File: src/rtl/shift_ring.sv
// shift_ring: parameterised shift / rotate / parallel-load register ring.
// The ring holds DEPTH stages of WIDTH bits each, with stage k in slice k.
// fill_o counts how many stages hold valid data. A shift adds one to the
// count, stopping at DEPTH. A load sets the count to DEPTH. A clear resets
// the count to 0.
// Optional build macro SHIFT_RING_DIR_EN adds the dir_i port.
//   dir_i = 0 moves data upward (stage k-1 into stage k); serial out is the top stage.
//   dir_i = 1 moves data downward (stage k+1 into stage k); serial out is stage 0.
// Without the macro the ring moves upward only.
module shift_ring #(
  parameter int WIDTH = 1,
  parameter int DEPTH = 8,
  parameter logic [WIDTH*DEPTH-1:0] RESET_VAL = '0
) (
  input  logic                         clk_i,
  input  logic                         reset_n_i,
  input  logic                         clr_i,
  input  logic [1:0]                   mode_i,
`ifdef SHIFT_RING_DIR_EN
  input  logic                         dir_i,
`endif
  input  logic [WIDTH-1:0]             data_i,
  input  logic [WIDTH*DEPTH-1:0]       pdata_i,
  output logic [WIDTH-1:0]             data_o,
  output logic [WIDTH*DEPTH-1:0]       pdata_o,
  output logic [$clog2(DEPTH+1)-1:0]   fill_o,
  output logic                         full_o
);

  localparam int TOTAL  = WIDTH * DEPTH;
  localparam int FILL_W = $clog2(DEPTH + 1);
  localparam logic [FILL_W-1:0] FILL_MAX = FILL_W'(DEPTH);

  localparam logic [1:0] MODE_HOLD   = 2'b00;
  localparam logic [1:0] MODE_SHIFT  = 2'b01;
  localparam logic [1:0] MODE_ROTATE = 2'b10;
  localparam logic [1:0] MODE_LOAD   = 2'b11;

  generate
    if (DEPTH < 2 || DEPTH > 64) begin : g_bad_depth
      $error("shift_ring: DEPTH must be within 2..64");
    end
  endgenerate

  logic [TOTAL-1:0]  ring;
  logic [TOTAL-1:0]  ring_nxt;
  logic [FILL_W-1:0] fill;
  logic [FILL_W-1:0] fill_nxt;
  logic              down;

`ifdef SHIFT_RING_DIR_EN
  assign down = dir_i;
`else
  assign down = 1'b0;
`endif

  // Next ring contents and fill count. A clear takes priority over every mode.
  always_comb begin
    ring_nxt = ring;
    fill_nxt = fill;
    if (clr_i) begin
      ring_nxt = RESET_VAL;
      fill_nxt = '0;
    end else begin
      case (mode_i)
        MODE_SHIFT: begin
          if (down) ring_nxt = {data_i, ring[TOTAL-1:WIDTH]};
          else      ring_nxt = {ring[TOTAL-WIDTH-1:0], data_i};
          if (fill != FILL_MAX) fill_nxt = fill + 1'b1;
        end
        MODE_ROTATE: begin
          if (down) ring_nxt = {ring[WIDTH-1:0], ring[TOTAL-1:WIDTH]};
          else      ring_nxt = {ring[TOTAL-WIDTH-1:0], ring[TOTAL-1 -: WIDTH]};
        end
        MODE_LOAD: begin
          ring_nxt = pdata_i;
          fill_nxt = FILL_MAX;
        end
        MODE_HOLD: ;
        default: ;
      endcase
    end
  end

  // State register. The asynchronous reset restores the per-stage reset pattern and empties the fill count.
  always_ff @(posedge clk_i or negedge reset_n_i) begin
    if (!reset_n_i) begin
      ring <= RESET_VAL;
      fill <= '0;
    end else begin
      ring <= ring_nxt;
      fill <= fill_nxt;
    end
  end

  // Outputs come from registers only. The serial output follows the end stage for the current direction.
  assign pdata_o = ring;
  assign data_o  = down ? ring[WIDTH-1:0] : ring[TOTAL-1 -: WIDTH];
  assign fill_o  = fill;
  assign full_o  = (fill == FILL_MAX);

endmodule

File: config.mk
export PLATFORM = sky130hd
export DESIGN_NAME = shift_ring
export DESIGN_NICKNAME = d
export VERILOG_FILES = /design/src/rtl/shift_ring.sv
export SDC_FILE = /design/constraint.sdc
export NUM_CORES = 1
export LEC_CHECK = 0
export ABC_AREA = 1
export BUFFER_PORTS_ARGS = -buffer_cell sky130_fd_sc_hd__buf_2
export CAP_MARGIN = 20
export CORE_MARGIN = 2
export CORE_UTILIZATION = 49
export DETAILED_ROUTE_END_ITERATION = 8
export PLACE_DENSITY = 0.87
export RECOVER_POWER = 100
export SYNTH_ARGS = -nofsm -noshare
export SYNTH_HDL_FRONTEND = slang
export SYNTH_SLANG_ARGS = --single-unit
File: constraint.sdc
create_clock -name clk_i -period 2.3 [get_ports clk_i]
set_clock_uncertainty 0.15 [all_clocks]
set_input_delay 0.575 -clock clk_i [delete_from_list [all_inputs] [get_ports clk_i]]
set_output_delay 0.575 -clock clk_i [all_outputs]
set_load 0.01 [all_outputs]
# Word level (Yosys, flattened, before mapping)

Index checks and enable logic that the tools add are counted.

$lt $le $gt $ge: 0
Equal/unequal tests: 6
Div/mod/pow operators: 0
Mux-type cells: 5
Bitwise operators: 0
$mul: 0
Reduce and logical (&&, ||, !) cells: 3
Shifts and indexed selects: 0
Add/subtract/negate cells: 1

Operators with widths:

| kind                  | number |
|---|---|
| $pmux W8 S3           | 1 |
| $mux W4               | 2 |
| $mux W8               | 1 |
| $pmux W4 S2           | 1 |
| $add A4 B1 Y4 const B | 1 |
| $eq A2 B2 Y1 const B  | 2 |
| $eq A4 B4 Y1 const B  | 1 |
| $ne A4 B4 Y1 const B  | 1 |
| $reduce_bool A4 Y1    | 1 |
| $ne A3 B3 Y1 const B  | 1 |
| $reduce_bool A3 Y1    | 1 |
| $eq A2 B1 Y1 const B  | 1 |
| $reduce_and A2 Y1     | 1 |

Flip-flop bits (word level): 12
Bits of input ports: 14
Bits in writable memories: 0
Memories: 0
Memory bits (read-only): 0
Output and inout port bits: 14
Word-level logic and storage cells: 17
Latch bits: 0

# Logic depth before layout (Yosys ltp)

Word-level depth: 4
Depth in mapped cells: 9
Mapped depth without buffers: 9

# Least setup slack after synthesis

No wires, ideal clock.

Path kind: flip-flop to output port
Start: register fill[0] (netlist: fill_o[0])
End: output full_o
Stages on the path, launching flop included: 5
Arrival: 0.862 ns
Setup slack: 0.713 ns
Data required time: 1.575 ns
Buffers on the path: 0
Cell sequence: dfrtp_1 > inv_1 > ha_1 > nand2_1 > nor2_2

Longest elaborated chain between the ends: 1

Ends and longest elaborated chain:

| what                     | RTL line | source |
|---|---|---|
| start: declaration       | 47       | `logic [FILL_W-1:0] fill;` |
| start signal: assignment | 92       | `fill <= fill_nxt;` |
| $eq A4 B4 Y1             | 100      | `assign full_o = (fill == FILL_MAX);` |
| end: declaration         | 27       | `output logic full_o` |

No other way between the ends.

# Worst setup path in the final report

Same ends and word-level chain as after synthesis.

==> results.md <==
* Total number of vias at 667
* Most frequent cell after synthesis: nand2_1
* Ys flop type: dfrtp_1
* Kind of critical path: reg2out
* Routability cong. at 0.811
* Utilization after layout at 0.638
* Outcome: complete, no violations
* Synth top cells by count: nand2_1, inv_1, dfrtp_1, o21ai_1, o22ai_1
* Startpoint Class: flip-flop
* Nets at 132
* Clk slew on worst S/H paths at 0.08 ns
* CP Capture Type: primary output
* Syn_nets at 103
* TritonCTS Sinks at 12
* Pre-CTS WS at 0.633 ns
* Post-CTS sizing at 0
* CTS tree: built
* Root Driver: clkbuf_4
* Distinct cells, synth at 18
* Initial Util at 0.529
* Post-route DRC violation count at 0
* Async SR Flop Fraction at 1.00
* Pre-antenna DRT Iters at 4
* Initial antenna violation count at 0
* WP data required at 1.57 ns
* Post-Synth XOR/XNOR Area at 0
* H-tree levels at 1
* Top post-synthesis cells by area: dfrtp_1, nand2_1, inv_1
* Final std cells w/o fill at 130
* Yosys warnings at 0
* First-pass GRT wire length at 2.62 mm
* Seq/Total Area, Yosys at 0.436
* Post-CTS Setup Bufs at 0
* Initial DRC Count at 20
* Setup violators final at 0
* Post-synthesis adder-cell area fraction at 0.0364
* Clk_lat worst skew at between 0.2 and 0.3 ns
* Vias per cell at 5.13
* Simple-Gate Fraction of Synth Area at 0.256
* Gate Count Post-Synth at 87
* Synth Area in Compound Gates at 0.156
* Min Clock Period, post-route at just over 2 ns
* Max transition margin at 0.587
* DP Cell Count at 126
* Fin. max-slew vios at 0
* Actual slew at the worst max-slew pin at 0.619 ns
* Final Hold Vio Count at 0
* Final WL at 1.55 mm
* Pin count of the biggest net entering global routing at 21
* Period utilisation layout at 0.876
* Vias in the first global route at 596
* Multiplexer share of the synthesized area at 0
* Final Power at about 540 uW
* Die height at 41.5 microns
* Detailed Place HPWL at 1.13 mm
* Max Clk Rate at between 400 and 500 MHz
* Die Width at between 40 and 50 microns
* RSZ-0062 raised after global routing: no
* Dominant cell type by area after synthesis: dfrtp_1
* Largest fanout on the critical path at 6
* Buffers on Ports at 27
* Synthesized area at 688 sq um
* Power Dens Cells at between 600 and 700 nW/um^2
* Die Area at 1720 sq um
* Leakage at 0.000424 uW
* Post-synthesis register bit count at 12
* Min-delay worst type: in2async
* Layout cells sized above 1 at 0.200
* Largest family of logic cells by synthesized area: simple AND/OR/NAND/NOR gates
* Synth top area share at 0.436
* GRT overflow at 0
* Synthesized area per cell at 7.91 sq um
* Wire per inst at around 12 microns
* Post-synth EDFFs at 0
* Setup slack after layout at 0.286 ns
* Clk buf depth at 2
* Num rows at 13
* Max-Cap Viols at 0
* IO Count at 28
* Synth-to-layout area growth at 20.5%
* Peak supply drop at 292 uV
* Hold buffers post-CTS at 0
* Total track usage at 0.197
* N_diodes at 0
* CTS buffer count at 3
* ANT nets after route at 0
* Setup TNS at 0 ns
* Placeable Area at 1300 sq um
* Critical path arrival at between 1 and 1.5 ns
-- where the power goes --
group | leakage, uW | switching, uW | internal [uW]
registers | 0.000159 | 17.2 | 229
logic | 0.000244 | 72.1 | 42.6
clock network | 0.0000210 | 81.1 | 96.5
total | 0.000424 | 170 | 368
-- layout by cell type, fill, tap and decap left out --
cell type / count
nand2_1: 21
nor2_1: 4
or2_2: 1
inv_2: 1
clkbuf_4: 3
inv_1: 13
ha_1: 2
o21ai_0: 10
clkbuf_8: 1
nand2_4: 2
nor2_2: 2
buf_2: 11
dfrtp_1: 12
nand2_2: 1
o21ai_2: 1
nand4_1: 2
nand3_1: 4
o22ai_1: 7
o21ai_1: 1
clkbuf_1: 16
-- worst max-delay path, stage by stage, from the launching register on --
cell and delay, ns:
dfrtp_1 0.44, inv_1 0.11, ha_1 0.15, nand2_1 0.06
nor2_2 0.10, clkbuf_1 0.16
-- layer usage --
metal	global-route usage	wire (microns)
met1	0.269	682
met2	0.297	774
met3	0.0522	73
met4	0.0774	21
met5	0	0
-- sequential cells by signal (all words and copies together) (netlist names) --
signal	cells
pdata_o	8
fill_o	4
-- final cells by class --
cell class | instances | area (sq um)
Timing Repair Buffer | 27 | 115
Sequential cell | 12 | 300
Inverter | 14 | 52.6
Tap cell | 15 | 18.8
Clock buffer | 4 | 36.3
Fill cell | 133 | 472
Multi-Input combinational cell | 58 | 307
-- worst paths after layout --
check	startpoint	end	slack, ns	cells past startpoint
setup reg to reg	fill_o[0]	fill_o[2]	0.84	7
max in group asynchronous	reset_n_i	fill_o[3]	1.48	1
min in group clk_i	pdata_o[2]	pdata_o[2]	0.42	2
setup / recovery	fill_o[0]	full_o	0.29	5
hold reg to reg	pdata_o[2]	pdata_o[2]	0.42	2
hold / removal	reset_n_i	pdata_o[2]	0.12	1
-- metrics by stage --
stage	hold slack (ns)	area (sq um)
after floorplan	0.129	688
after global routing	0.179	830
final	0.118	830
after detailed placement	0.319	816
after CTS	0.0160	852
after global placement	0.318	816
-- kinds of logic (layout without fill, tap and decap cells) --
family / Yosys count / after routing
and+or+nand+nor: 37 / 37
AOI/OAI and AO/OA: 19 / 19
buffers and inverters: 17 / 45
DFF: 12 / 12
adders and majority gates: 2 / 2
No activity file was read; power rests on OpenSTA's default activity.
